$ cat src/rtl/dm_arbiter_pkg.sv
// Shared definitions for the data-memory arbiter: memory write codes, read cuts
// and FSM state encoding.
package dm_arbiter_pkg;

    localparam logic [2:0] MW_READ = 3'd0;
    localparam logic [2:0] MW_WORD = 3'd1;
    localparam logic [2:0] MW_BYTE = 3'd2;
    localparam logic [2:0] MW_ATOM = 3'd3;
    localparam logic [2:0] MW_HALF = 3'd4;

    localparam logic [1:0] CUT_WORD = 2'd0;
    localparam logic [1:0] CUT_BYTE = 2'd1;
    localparam logic [1:0] CUT_HALF = 2'd2;

    typedef enum logic [1:0] {
        StIdle   = 2'd0,
        StAccess = 2'd1,
        StDone   = 2'd2
    } dm_state_e;

    // Codes above MW_HALF have no memory meaning and must never be issued.
    function automatic logic dm_op_legal(input logic [2:0] op);
        return op <= MW_HALF;
    endfunction

endpackage

$ cat src/rtl/dm_rr_pick.sv
// Two-way round-robin selector: a lone requester wins, on a tie the port other
// than the last winner wins.
module dm_rr_pick (
    input  logic req0_i,
    input  logic req1_i,
    input  logic rr_i,
    output logic valid_o,
    output logic winner_o
);

    always_comb begin
        valid_o  = req0_i | req1_i;
        winner_o = (req0_i & req1_i) ? ~rr_i : req1_i;
    end

endmodule

$ cat src/rtl/dm_arbiter.sv
// Two-port arbiter and sequencer in front of the single-ported data memory.
// Each transaction runs IDLE -> ACCESS -> DONE, acknowledging the owner in DONE.
module dm_arbiter
    import dm_arbiter_pkg::*;
#(
    parameter int unsigned DEPTH = 64,
    parameter int unsigned AW    = 32
) (
    input  logic          Clk,
    input  logic          Reset_n,

    input  logic          Req0,
    input  logic [2:0]    Op0,
    input  logic [AW-1:0] Ad0,
    input  logic [31:0]   WrData0,
    input  logic [1:0]    Cut0,
    output logic          Ack0,
    output logic          Err0,
    output logic [31:0]   RdData0,

    input  logic          Req1,
    input  logic [2:0]    Op1,
    input  logic [AW-1:0] Ad1,
    input  logic [31:0]   WrData1,
    input  logic [1:0]    Cut1,
    output logic          Ack1,
    output logic          Err1,
    output logic [31:0]   RdData1,

    output logic [AW-1:0] Mem_Ad,
    output logic [31:0]   Mem_WrData,
    output logic [2:0]    Mem_MemWr,
    output logic [1:0]    Mem_Cut,
    input  logic [31:0]   Mem_DM,

    output logic          Busy,
    output logic          Owner
);

    dm_state_e     state_q, state_d;
    logic          rr_q, rr_d;
    logic          owner_q, owner_d;
    logic [AW-1:0] ad_q, ad_d;
    logic [31:0]   wd_q, wd_d;
    logic [1:0]    cut_q, cut_d;
    logic [2:0]    op_q, op_d;
    logic          bad_q, bad_d;
    logic [2:0]    memwr_q, memwr_d;
    logic [1:0]    ack_q, ack_d;
    logic [1:0]    err_q, err_d;
    logic          busy_q, busy_d;

    logic          pick_valid;
    logic          pick_winner;
    logic [2:0]    sel_op;
    logic [AW-1:0] sel_ad;
    logic [31:0]   sel_wd;
    logic [1:0]    sel_cut;
    logic          sel_bad;
    logic          rd_ok;

    dm_rr_pick u_rr_pick (
        .req0_i   (Req0),
        .req1_i   (Req1),
        .rr_i     (rr_q),
        .valid_o  (pick_valid),
        .winner_o (pick_winner)
    );

    // Full-width compare: out-of-range addresses are rejected, never wrapped.
    always_comb begin
        sel_op  = pick_winner ? Op1 : Op0;
        sel_ad  = pick_winner ? Ad1 : Ad0;
        sel_wd  = pick_winner ? WrData1 : WrData0;
        sel_cut = pick_winner ? Cut1 : Cut0;
        sel_bad = !dm_op_legal(sel_op) || (sel_ad >= AW'(DEPTH));
    end

    always_comb begin
        state_d = state_q;
        rr_d    = rr_q;
        owner_d = owner_q;
        ad_d    = ad_q;
        wd_d    = wd_q;
        cut_d   = cut_q;
        op_d    = op_q;
        bad_d   = bad_q;
        memwr_d = MW_READ;
        ack_d   = 2'b00;
        err_d   = 2'b00;

        unique case (state_q)
            StIdle: begin
                if (pick_valid) begin
                    state_d = StAccess;
                    owner_d = pick_winner;
                    rr_d    = pick_winner;
                    op_d    = sel_op;
                    ad_d    = sel_ad;
                    wd_d    = sel_wd;
                    cut_d   = sel_cut;
                    bad_d   = sel_bad;
                    // Write code is live only during ACCESS; a bad request reads harmlessly.
                    memwr_d = sel_bad ? MW_READ : sel_op;
                end
            end
            StAccess: begin
                state_d        = StDone;
                ack_d[owner_q] = 1'b1;
                err_d[owner_q] = bad_q;
            end
            StDone: begin
                state_d = StIdle;
            end
            default: begin
                state_d = StIdle;
            end
        endcase

        busy_d = (state_d != StIdle);
    end

    always_ff @(posedge Clk or negedge Reset_n) begin
        if (!Reset_n) begin
            state_q <= StIdle;
            rr_q    <= 1'b0;
            owner_q <= 1'b0;
            ad_q    <= '0;
            wd_q    <= '0;
            cut_q   <= '0;
            op_q    <= MW_READ;
            bad_q   <= 1'b0;
            memwr_q <= MW_READ;
            ack_q   <= 2'b00;
            err_q   <= 2'b00;
            busy_q  <= 1'b0;
        end else begin
            state_q <= state_d;
            rr_q    <= rr_d;
            owner_q <= owner_d;
            ad_q    <= ad_d;
            wd_q    <= wd_d;
            cut_q   <= cut_d;
            op_q    <= op_d;
            bad_q   <= bad_d;
            memwr_q <= memwr_d;
            ack_q   <= ack_d;
            err_q   <= err_d;
            busy_q  <= busy_d;
        end
    end

    // Memory data is already registered, so only the Ack gating is combinational.
    assign rd_ok   = (op_q == MW_READ) && !bad_q;
    assign RdData0 = (ack_q[0] && rd_ok) ? Mem_DM : 32'h0;
    assign RdData1 = (ack_q[1] && rd_ok) ? Mem_DM : 32'h0;

    assign Ack0       = ack_q[0];
    assign Ack1       = ack_q[1];
    assign Err0       = err_q[0];
    assign Err1       = err_q[1];
    assign Mem_Ad     = ad_q;
    assign Mem_WrData = wd_q;
    assign Mem_MemWr  = memwr_q;
    assign Mem_Cut    = cut_q;
    assign Busy       = busy_q;
    assign Owner      = owner_q;

endmodule

$ cat config.mk
export PLATFORM = sky130hd
export DESIGN_NAME = dm_arbiter
export DESIGN_NICKNAME = d
export VERILOG_FILES = /design/src/rtl/dm_arbiter_pkg.sv /design/src/rtl/dm_rr_pick.sv /design/src/rtl/dm_arbiter.sv
export SDC_FILE = /design/constraint.sdc
export NUM_CORES = 1
export LEC_CHECK = 0
export BUFFER_PORTS_ARGS = -buffer_cell sky130_fd_sc_hd__buf_2
export CAP_MARGIN = 20
export CORE_AREA = 2 2 120 122
export DETAILED_ROUTE_END_ITERATION = 8
export DIE_AREA = 0 0 122 124
export PLACE_DENSITY_LB_ADDON = 0.05
export SYNTH_ARGS = -nofsm -noshare
export SYNTH_HDL_FRONTEND = slang
export SYNTH_HIERARCHICAL = 1
export SYNTH_SLANG_ARGS = --single-unit
$ cat constraint.sdc
create_clock -name Clk -period 2.33 [get_ports Clk]
set_clock_uncertainty 0.15 [all_clocks]
set_input_delay 0.1165 -clock Clk [delete_from_list [all_inputs] [get_ports Clk]]
set_output_delay 0.1165 -clock Clk [all_outputs]
set_load 0.01 [all_outputs]
==> impl_metrics.json, run 1 <==
{
  "worstSetupPathType": "reg -> out",
  "min_path_type": "in -> reg",
  "grt_pass1_vias": 4815,
  "synth_area_mm2": 0.00417,
  "net-switching-power_mw": 2.54,
  "combPwrFrac_pct": 41.6,
  "intPower_mw": 4.19,
  "finalWirelength_um": 15700,
  "setup_viol": 0,
  "swShare_pct": 37.8,
  "end_kind": "output port",
  "synth_top_area_share_pct": 48.6,
  "die_h_um": 124,
  "synthTopCellsByArea": "dfrtp_1, mux2i_1, and3_1",
  "core_mm2": 0.0137,
  "syn_inst": 432,
  "clockPowerShare_pct": 21.0,
  "setup_tns_ns": 0,
  "clk_path_buf_depth": 2,
  "die_w_um": 122,
  "drc": 0,
  "yosys_most_used_dff": "dfrtp_1",
  "period_needed_ns": 2.14,
  "synth.lib_cells_used.distinct": 27,
  "ys_ff_latch": 81,
  "placed_cell_area_mm2": 0.00591,
  "clk_pin_slew_ns": 0.06,
  "critPathLaunchType": "flip-flop",
  "finalCritPeriodShare_pct": 91.9,
  "drt-initial-drc-count": 140,
  "hold_violations": 0,
  "grt_usage_pct": 19.7,
  "slew_violations": 0,
  "num_vias": 4882,
  "grt_max_degree": 89,
  "yosysMostFrequentCell": "dfrtp_1",
  "start_util_pct": 30.4,
  "nNetsFinal": 1038,
  "design_area_mm2": 0.00757,
  "vdd_drop_max_v": 0.000430,
  "cp.arrival_ns": 1.88,
  "io_pins": 313,
  "rsz0062_at_grt": "no",
  "max_freq_mhz": 467,
  "root_buffer": "clkbuf_16",
  "gr-total-overflow": 0,
  "port_buffers": 312,
  "p_leak_nw": 4.03,
  "area_growth_pct": 81.6,
  "wl_per_cell_um": 15.0,
  "post_cts_resize_count": 0,
  "worstPathMaxFanout": 64,
  "num_rows": 43,
  "syn_nets": 606,
  "yosysTopAreaCell": "dfrtp_1",
  "drive_gt1_share_pct": 39.5,
  "max_slew_margin_pct": 44.7,
  "hpwl_um": 10800,
  "clk_latency_ns": 0.33,
  "htreeDepth": 3,
  "worstMarginPinSlew_ns": 0.829,
  "cts_tree": "yes",
  "status": "finished, final reports clean",
  "postRouteAntennaNets": 0,
  "synth_commonest_cells": "dfrtp_1, nor2_1, a21oi_1, mux2i_1, and3_1",
  "cts_sinks": 81,
  "num_antenna_cells": 0,
  "seq_area_frac_synth_pct": 48.6,
  "fill_cells": 1234,
  "cp.required_ns": 2.06,
  "ys_warn_count": 6,
  "maxCapViolations": 0,
  "place_congestion": 0.727,
  "avgSynthCellArea_um2": 9.65,
  "power.total_mw": 6.73,
  "pwr-share-seq_pct": 37.4,
  "synth-edff-count": 0,
  "die_area_mm2": 0.0151,
  "drtPass1Iterations": 5,
  "numCtsBuffers": 9,
  "antenna_found_initial": 0,
  "via_per_inst": 4.66,
  "grt_pass1_wl_um": 23300,
  "ys_async_sr_fraction_pct": 100,
  "power.density_mw_per_mm2": 889
}
worst paths after layout:
path / start / endpoint / slack, ns / cells past startpoint
min: Ad1[29] / Mem_Ad[29]$_DFFE_PN0P_ / 0.02 / 3
max: bad_q$_DFFE_PN0P_ / RdData1[13] / 0.19 / 4
max reg2reg: Owner$_DFFE_PN0P_ / Mem_MemWr[2]$_DFF_PN0_ / 0.27 / 7
min reg2reg: Mem_Ad[20]$_DFFE_PN0P_ / Mem_Ad[20]$_DFFE_PN0P_ / 0.37 / 2
max in group asynchronous: Reset_n / ack_q[1]$_DFF_PN0_ / 1.25 / 3
min in group asynchronous: Reset_n / Mem_WrData[23]$_DFFE_PN0P_ / 0.15 / 2
flip-flops by register name, indices dropped and copies added, names as in the netlist, 2 cells and up:
register and count:
err_q 2, state_q 2, Mem_WrData 32, Mem_MemWr 3
op_q 3, Mem_Cut 2, Mem_Ad 32, ack_q 2
critical path, stage by stage, from the launching register on:
cell     delay [ns]
dfrtp_1        0.45
nor4_4         0.29
buf_4          0.43
and3_1         0.23
buf_2          0.13
power by group through the flow:
| stage | clock, mW | sequential (mW) | combinational (mW) |
|---|---|---|---|
| after CTS | 1.47 | 2.51 | 2.82 |
| final | 1.41 | 2.52 | 2.80 |
| after detailed placement | 0 | 2.51 | 2.64 |
| after global routing | 1.53 | 2.60 | 3.12 |
| after global placement | 0 | 2.49 | 2.61 |
| after floorplan | 0 | 2.72 | 1.27 |
layout by cell type, fill, tap and decap left out, types with 7 or more instances in the layout:
cell type      netlist  final
buf_2               12    311
a21oi_1             69     69
dfrtp_1             81     81
dlygate4sd3_1        0    134
mux2i_1             69     69
nor3_1               7      7
nor2_1              75     75
and3_1              65     65
buf_4                0     10
clkbuf_16            0      9
nor4_1               7      7
kinds of logic after synthesis:
group / synth area share, %
AO/OA/AOI/OAI: 9.57
buffers and inverters: 3.69
flip-flops: 48.6
multiplexers: 16.8
AND/OR/NAND/NOR: 21.3
layer usage:
metal	GRT usage, %	up-vias	part of all wire, %
met5	0	-	0
met4	7.61	0	1.9
met3	4.81	23	6.4
met2	35.4	185	52
met1	22.7	2271	40
li1	-	2403	-
area by class of cell:
class	instances	area [um2]	share of cell area, %
inverter	1	3.75	0.0496
timing repair buffer	457	3010	39.8
clock buffer	12	256	3.39
tap	180	225	2.98
multi-input combinational	314	2000	26.5
clock inverter	3	40.0	0.529
sequential	81	2030	26.8
metrics by stage:
step	setup slack, ns	hold slack, ns	cells	utilization [%]
after global placement	0.241	-0.0129	896	43.1
final	0.188	0.0193	1048	55.2
after CTS	0.120	0.00512	1045	55.0
after detailed placement	0.132	-0.0228	896	43.1
after global routing	0.0697	0.0311	1048	55.2
after floorplan	0.366	-0.329	432	-
repair_timing:
item / 4_1_cts / 5_1_grt
hold buffers: 134 / 0
buffers inserted: 0 / 3
endpoints found under the hold margin: 104 / 0
setup endpoints to repair: 0 / 1
No activity file was read; power rests on OpenSTA's default activity.
==> inputs of run 2 (changes only) <==
==> constraint.sdc (replaced) <==
create_clock -name Clk -period 2.33 [get_ports Clk]
set_clock_uncertainty 0.15 [all_clocks]
set_input_delay 0.233 -clock Clk [delete_from_list [all_inputs] [get_ports Clk]]
set_output_delay 0.233 -clock Clk [all_outputs]
set_load 0.01 [all_outputs]
==> run 2 against run 1 <==
Design area down 17%; sequential share of layout area up 5.6 points; combinational power down 7.1%; core utilization down 9.6 points; final cell count down 13%.
==> impl_metrics.json, run 2 (synthesis gave the netlist of run 1 again) <==
{
  "net-switching-power_mw": 2.49,
  "status": "finished, final reports clean",
  "place_congestion": 0.745,
  "combPwrFrac_pct": 39.7,
  "grt_pass1_wl_um": 20500,
  "numCtsBuffers": 9,
  "grt.busiest_layer": "met2",
  "clockPowerShare_pct": 22.2,
  "antenna_found_initial": 0,
  "postRouteAntennaNets": 0,
  "use_met2_pct": 30.3,
  "max_slew_margin_pct": 47.5,
  "fin_util_pct": 45.6,
  "placed_cell_area_mm2": 0.00592,
  "num_antenna_cells": 0,
  "hold_violations": 0,
  "grtUsageMet3_pct": 6.50,
  "worstSetupPathType": "reg -> out",
  "area_growth_pct": 50.1,
  "vdd_drop_max_v": 0.000506,
  "cts_sinks": 81,
  "drive_gt1_share_pct": 46.4,
  "grt_usage_pct": 17.7,
  "intPower_mw": 4.08,
  "worstMarginPinSlew_ns": 0.787,
  "num_vias": 4288,
  "die_h_um": 124,
  "clk_path_buf_depth": 2,
  "port_buffers": 312,
  "grt_pass1_vias": 4020,
  "via_per_inst": 4.70,
  "drt-initial-drc-count": 157,
  "slew_violations": 0,
  "root_buffer": "clkbuf_16",
  "period_needed_ns": 2.16,
  "finalWirelength_um": 14000,
  "clk_pin_slew_ns": 0.06,
  "rsz0062_at_grt": "no",
  "nNetsFinal": 902,
  "cp.required_ns": 1.95,
  "die_w_um": 122,
  "min_path_type": "in -> reg",
  "gr-total-overflow": 0,
  "power.density_mw_per_mm2": 1050,
  "maxCapViolations": 0,
  "layout_commonest_cell": "buf_2",
  "pwr-share-seq_pct": 38.1,
  "cp.arrival_ns": 1.78,
  "finalCritPeriodShare_pct": 92.6,
  "num_rows": 43,
  "swShare_pct": 38.0,
  "design_area_mm2": 0.00626,
  "setup_viol": 0,
  "clk_latency_ns": 0.33,
  "io_pins": 313,
  "layout_common_cells": "buf_2, dfrtp_1, nor2_1, mux2i_1, a21oi_1",
  "die_area_mm2": 0.0151,
  "critPathLaunchType": "flip-flop",
  "wl_per_cell_um": 15.4,
  "p_leak_nw": 3.48,
  "setup_tns_ns": 0,
  "use_met1_pct": 20.5,
  "end_kind": "output port",
  "fill_cells": 1367,
  "drc": 0,
  "grt_max_degree": 70,
  "max_freq_mhz": 463,
  "htreeDepth": 3,
  "hpwl_um": 10900,
  "start_util_pct": 30.4,
  "worstPathMaxFanout": 64,
  "cts_tree": "yes",
  "power.total_mw": 6.57,
  "drtPass1Iterations": 5,
  "core_mm2": 0.0137
}
run 2: cell count changes in the layout (fill, tap and decap cells not counted):
cell           previous run  this run
buf_4                    10         4
clkinv_2                  2         1
nor4b_4                   0         1
clkbuf_1                  1         2
nor4b_2                   2         1
dlygate4sd3_1           134         1
clkbuf_8                  2         3
buf_12                    2         3
buf_6                     0         2
run 2: stage by stage:
| stage | hold slack, ns | setup slack, ns | cells |
|---|---|---|---|
| after CTS | 0.0253 | 0.0756 | 913 |
| after floorplan | -0.213 | 0.366 | 432 |
| after detailed placement | 0.101 | 0.206 | 896 |
| after global routing | 0.0410 | 0.0234 | 913 |
| after global placement | 0.106 | 0.264 | 896 |
| final | 0.0393 | 0.171 | 913 |
run 2: cell type report:
cell class,count,area [um2],share of cell area (%)
Clock buffer,14,274,4.38
Clock inverter,2,35.0,0.560
Sequential cell,81,2030,32.4
Inverter,1,3.75,0.0600
Timing Repair Buffer,321,1680,26.8
Multi-Input combinational cell,314,2010,32.2
Tap cell,180,225,3.60
run 2: critical path, cell delays in order, from the launching register on:
cell and delay [ns]:
dfrtp_1 0.45, nor4_4 0.30, buf_6 0.33, and3_1 0.21
buf_2 0.14
run 2: worst paths after layout:
path / from / to / slack, ns / depth (start not counted)
max: bad_q$_DFFE_PN0P_ / RdData1[21] / 0.17 / 4
min: WrData0[22] / Mem_WrData[22]$_DFFE_PN0P_ / 0.04 / 3
max reg2reg: Owner$_DFFE_PN0P_ / bad_q$_DFFE_PN0P_ / 0.24 / 5
min reg2reg: Mem_Ad[8]$_DFFE_PN0P_ / Mem_Ad[8]$_DFFE_PN0P_ / 0.37 / 2
max in group asynchronous: Reset_n / Mem_WrData[25]$_DFFE_PN0P_ / 1.15 / 3
min in group asynchronous: Reset_n / Mem_WrData[23]$_DFFE_PN0P_ / 0.26 / 2
run 2: metal layers:
| layer | routed length, um | up-vias |
|---|---|---|
| li1 | - | 2125 |
| met1 | 5570 | 1971 |
| met2 | 6950 | 173 |
| met3 | 1250 | 19 |
| met4 | 250 | 0 |
| met5 | 0 | - |
run 2: repair_timing:
item | CTS | global route
buffers inserted | 0 | 0
hold buffers | 1 | 0
endpoints found under the setup margin | 0 | 56
endpoints found under the hold margin | 37 | 0
gates resized for setup | 0 | 3
run 2: power by group through the flow:
stage	sequential (mW)	combinational, mW	clock [mW]
after global routing	2.60	2.90	1.57
after CTS	2.51	2.65	1.52
after detailed placement	2.52	2.65	0
after floorplan	2.72	1.27	0
final	2.50	2.60	1.46
after global placement	2.49	2.62	0
==> inputs of run 3 (changes only) <==
--- a/config.mk
+++ b/config.mk
@@ -7,9 +7,11 @@
 export LEC_CHECK = 0
 export BUFFER_PORTS_ARGS = -buffer_cell sky130_fd_sc_hd__buf_2
 export CAP_MARGIN = 20
-export CORE_AREA = 2 2 120 122
+export CELL_PAD_IN_SITES_DETAIL_PLACEMENT = 0
+export CELL_PAD_IN_SITES_GLOBAL_PLACEMENT = 2
+export CORE_MARGIN = 2
+export CORE_UTILIZATION = 21
 export DETAILED_ROUTE_END_ITERATION = 8
-export DIE_AREA = 0 0 122 124
 export PLACE_DENSITY_LB_ADDON = 0.05
 export SYNTH_ARGS = -nofsm -noshare
 export SYNTH_HDL_FRONTEND = slang
==> run 3 against run 2 <==
Power up 3.4%; sequential power about the same; routed wire length up 13%; design area up 2.8%; sequential share of layout area down 0.88 points; via count up 0.33%; worst setup slack better by 0.015 ns; non-clock buffer count up 3; critical path type is now reg -> reg; critical endpoint is now bad_q$_DFFE_PN0P_; largest cell class unchanged.
==> impl_metrics.json, run 3 (synthesis gave the netlist of run 1 again) <==
{
  "critPathLaunchType": "flip-flop",
  "maxCapViolations": 0,
  "place_inst": 984,
  "cts_sinks": 81,
  "drive_gt1_share_pct": 46.9,
  "post_cts_resize_count": 0,
  "final.setup.worst_slack_ns": 0.187,
  "place_congestion": 0.805,
  "cp.arrival_ns": 2.22,
  "layout_commonest_cell": "buf_2",
  "max_slew_margin_pct": 45.2,
  "combPwrFrac_pct": 40.1,
  "setup_viol": 0,
  "clockPowerShare_pct": 23.2,
  "die_h_um": 145,
  "htreeDepth": 3,
  "via_per_inst": 4.29,
  "numCtsBuffers": 9,
  "net-switching-power_mw": 2.61,
  "cts_tree": "yes",
  "grt_max_degree": 65,
  "finalWirelength_um": 15800,
  "fin_util_pct": 33.1,
  "clk_path_buf_depth": 2,
  "intPower_mw": 4.18,
  "port_buffers": 312,
  "status": "finished, final reports clean",
  "post_cts.repair.setup_buffers": 0,
  "start_util_pct": 21.4,
  "worstMarginPinSlew_ns": 0.822,
  "grt_usage_pct": 15.0,
  "nNetsFinal": 905,
  "worstPathMaxFanout": 7,
  "power.total_mw": 6.79,
  "clk_pin_slew_ns": 0.07,
  "antenna_found_initial": 4,
  "vdd_drop_max_v": 0.000385,
  "hold_violations": 0,
  "grt_pass1_vias": 4474,
  "stdcell_count": 1003,
  "drtPass1Iterations": 4,
  "grt_pass1_wl_um": 25000,
  "postRouteAntennaNets": 0,
  "min_path_type": "in -> reg",
  "num_rows": 51,
  "max_freq_mhz": 467,
  "wl_per_cell_um": 15.7,
  "cts_hold_buffers": 1,
  "setup_tns_ns": 0,
  "finalCritPeriodShare_pct": 92.0,
  "hpwl_um": 12400,
  "area_growth_pct": 54.3,
  "worstSetupPathType": "reg -> reg",
  "layout_common_cells": "buf_2, dfrtp_1, nor2_1, mux2i_1, a21oi_1",
  "core_mm2": 0.0195,
  "period_needed_ns": 2.14,
  "p_leak_nw": 3.50,
  "io_pins": 313,
  "end_kind": "flip-flop",
  "slew_violations": 0,
  "drc": 0,
  "swShare_pct": 38.4,
  "drt-initial-drc-count": 134,
  "pwr-share-seq_pct": 36.7,
  "power.density_mw_per_mm2": 1060,
  "cp.required_ns": 2.40,
  "clk_latency_ns": 0.33,
  "die_w_um": 145,
  "r2r_slack_ns": 0.19,
  "dp_slack_ns": 0.176,
  "root_buffer": "clkbuf_16",
  "num_vias": 4302,
  "rsz0062_at_grt": "no",
  "die_area_mm2": 0.0210,
  "gr-total-overflow": 0
}
[run 3: final timing paths]
check / start / endpoint / cells after the start
max: Owner$_DFFE_PN0P_ / bad_q$_DFFE_PN0P_ / 5
max reg2reg: Owner$_DFFE_PN0P_ / bad_q$_DFFE_PN0P_ / 5
min reg2reg: Mem_WrData[15]$_DFFE_PN0P_ / Mem_WrData[15]$_DFFE_PN0P_ / 2
max in group asynchronous: Reset_n / Mem_WrData[19]$_DFFE_PN0P_ / 3
min in group asynchronous: Reset_n / Mem_Ad[4]$_DFFE_PN0P_ / 2
min: WrData0[25] / Mem_WrData[25]$_DFFE_PN0P_ / 3
[run 3: per-layer routing]
| metal | vias up | GRT usage (%) | routed length, um |
|---|---|---|---|
| li1 | 2134 | - | - |
| met1 | 1978 | 18.0 | 6640 |
| met2 | 167 | 25.4 | 7630 |
| met3 | 21 | 4.78 | 1170 |
| met4 | 2 | 5.25 | 321 |
| met5 | - | 0 | 13 |
[run 3: critical path: stages, from the launching register on]
cell	delay (ns)
dfrtp_1	0.47
a21boi_4	0.32
nor4b_2	0.29
nand4_1	0.13
a2111o_1	0.48
o22a_1	0.20
[run 3: cell type report]
type,count,area [um2]
diodes,2,5.00
clock buffers,10,239
clock inverters,6,90.1
fillers,2111,13000
inverters,1,3.75
multi-input cells,314,2000
flip-flops and latches,81,2030
well taps,265,332
repair buffers,324,1730
[run 3: power groups by stage]
stage          registers, mW  logic (mW)  clock network [mW]
6_report                2.49        2.73                1.57
3_5_place_dp            2.52        2.80                   0
2_1_floorplan           2.72        1.27                   0
5_1_grt                 2.60        3.06                1.68
3_3_place_gp            2.50        2.78                   0
4_1_cts                 2.51        2.79                1.64
[run 3: per-stage QoR]
step                instance area [um2]  hold WS (ns)
finish                             6430        0.0277
global route                       6430        0.0514
CTS                                6430        0.0190
detailed placement                 6090         0.165
global placement                   6090         0.160
floorplan                          4170        -0.213
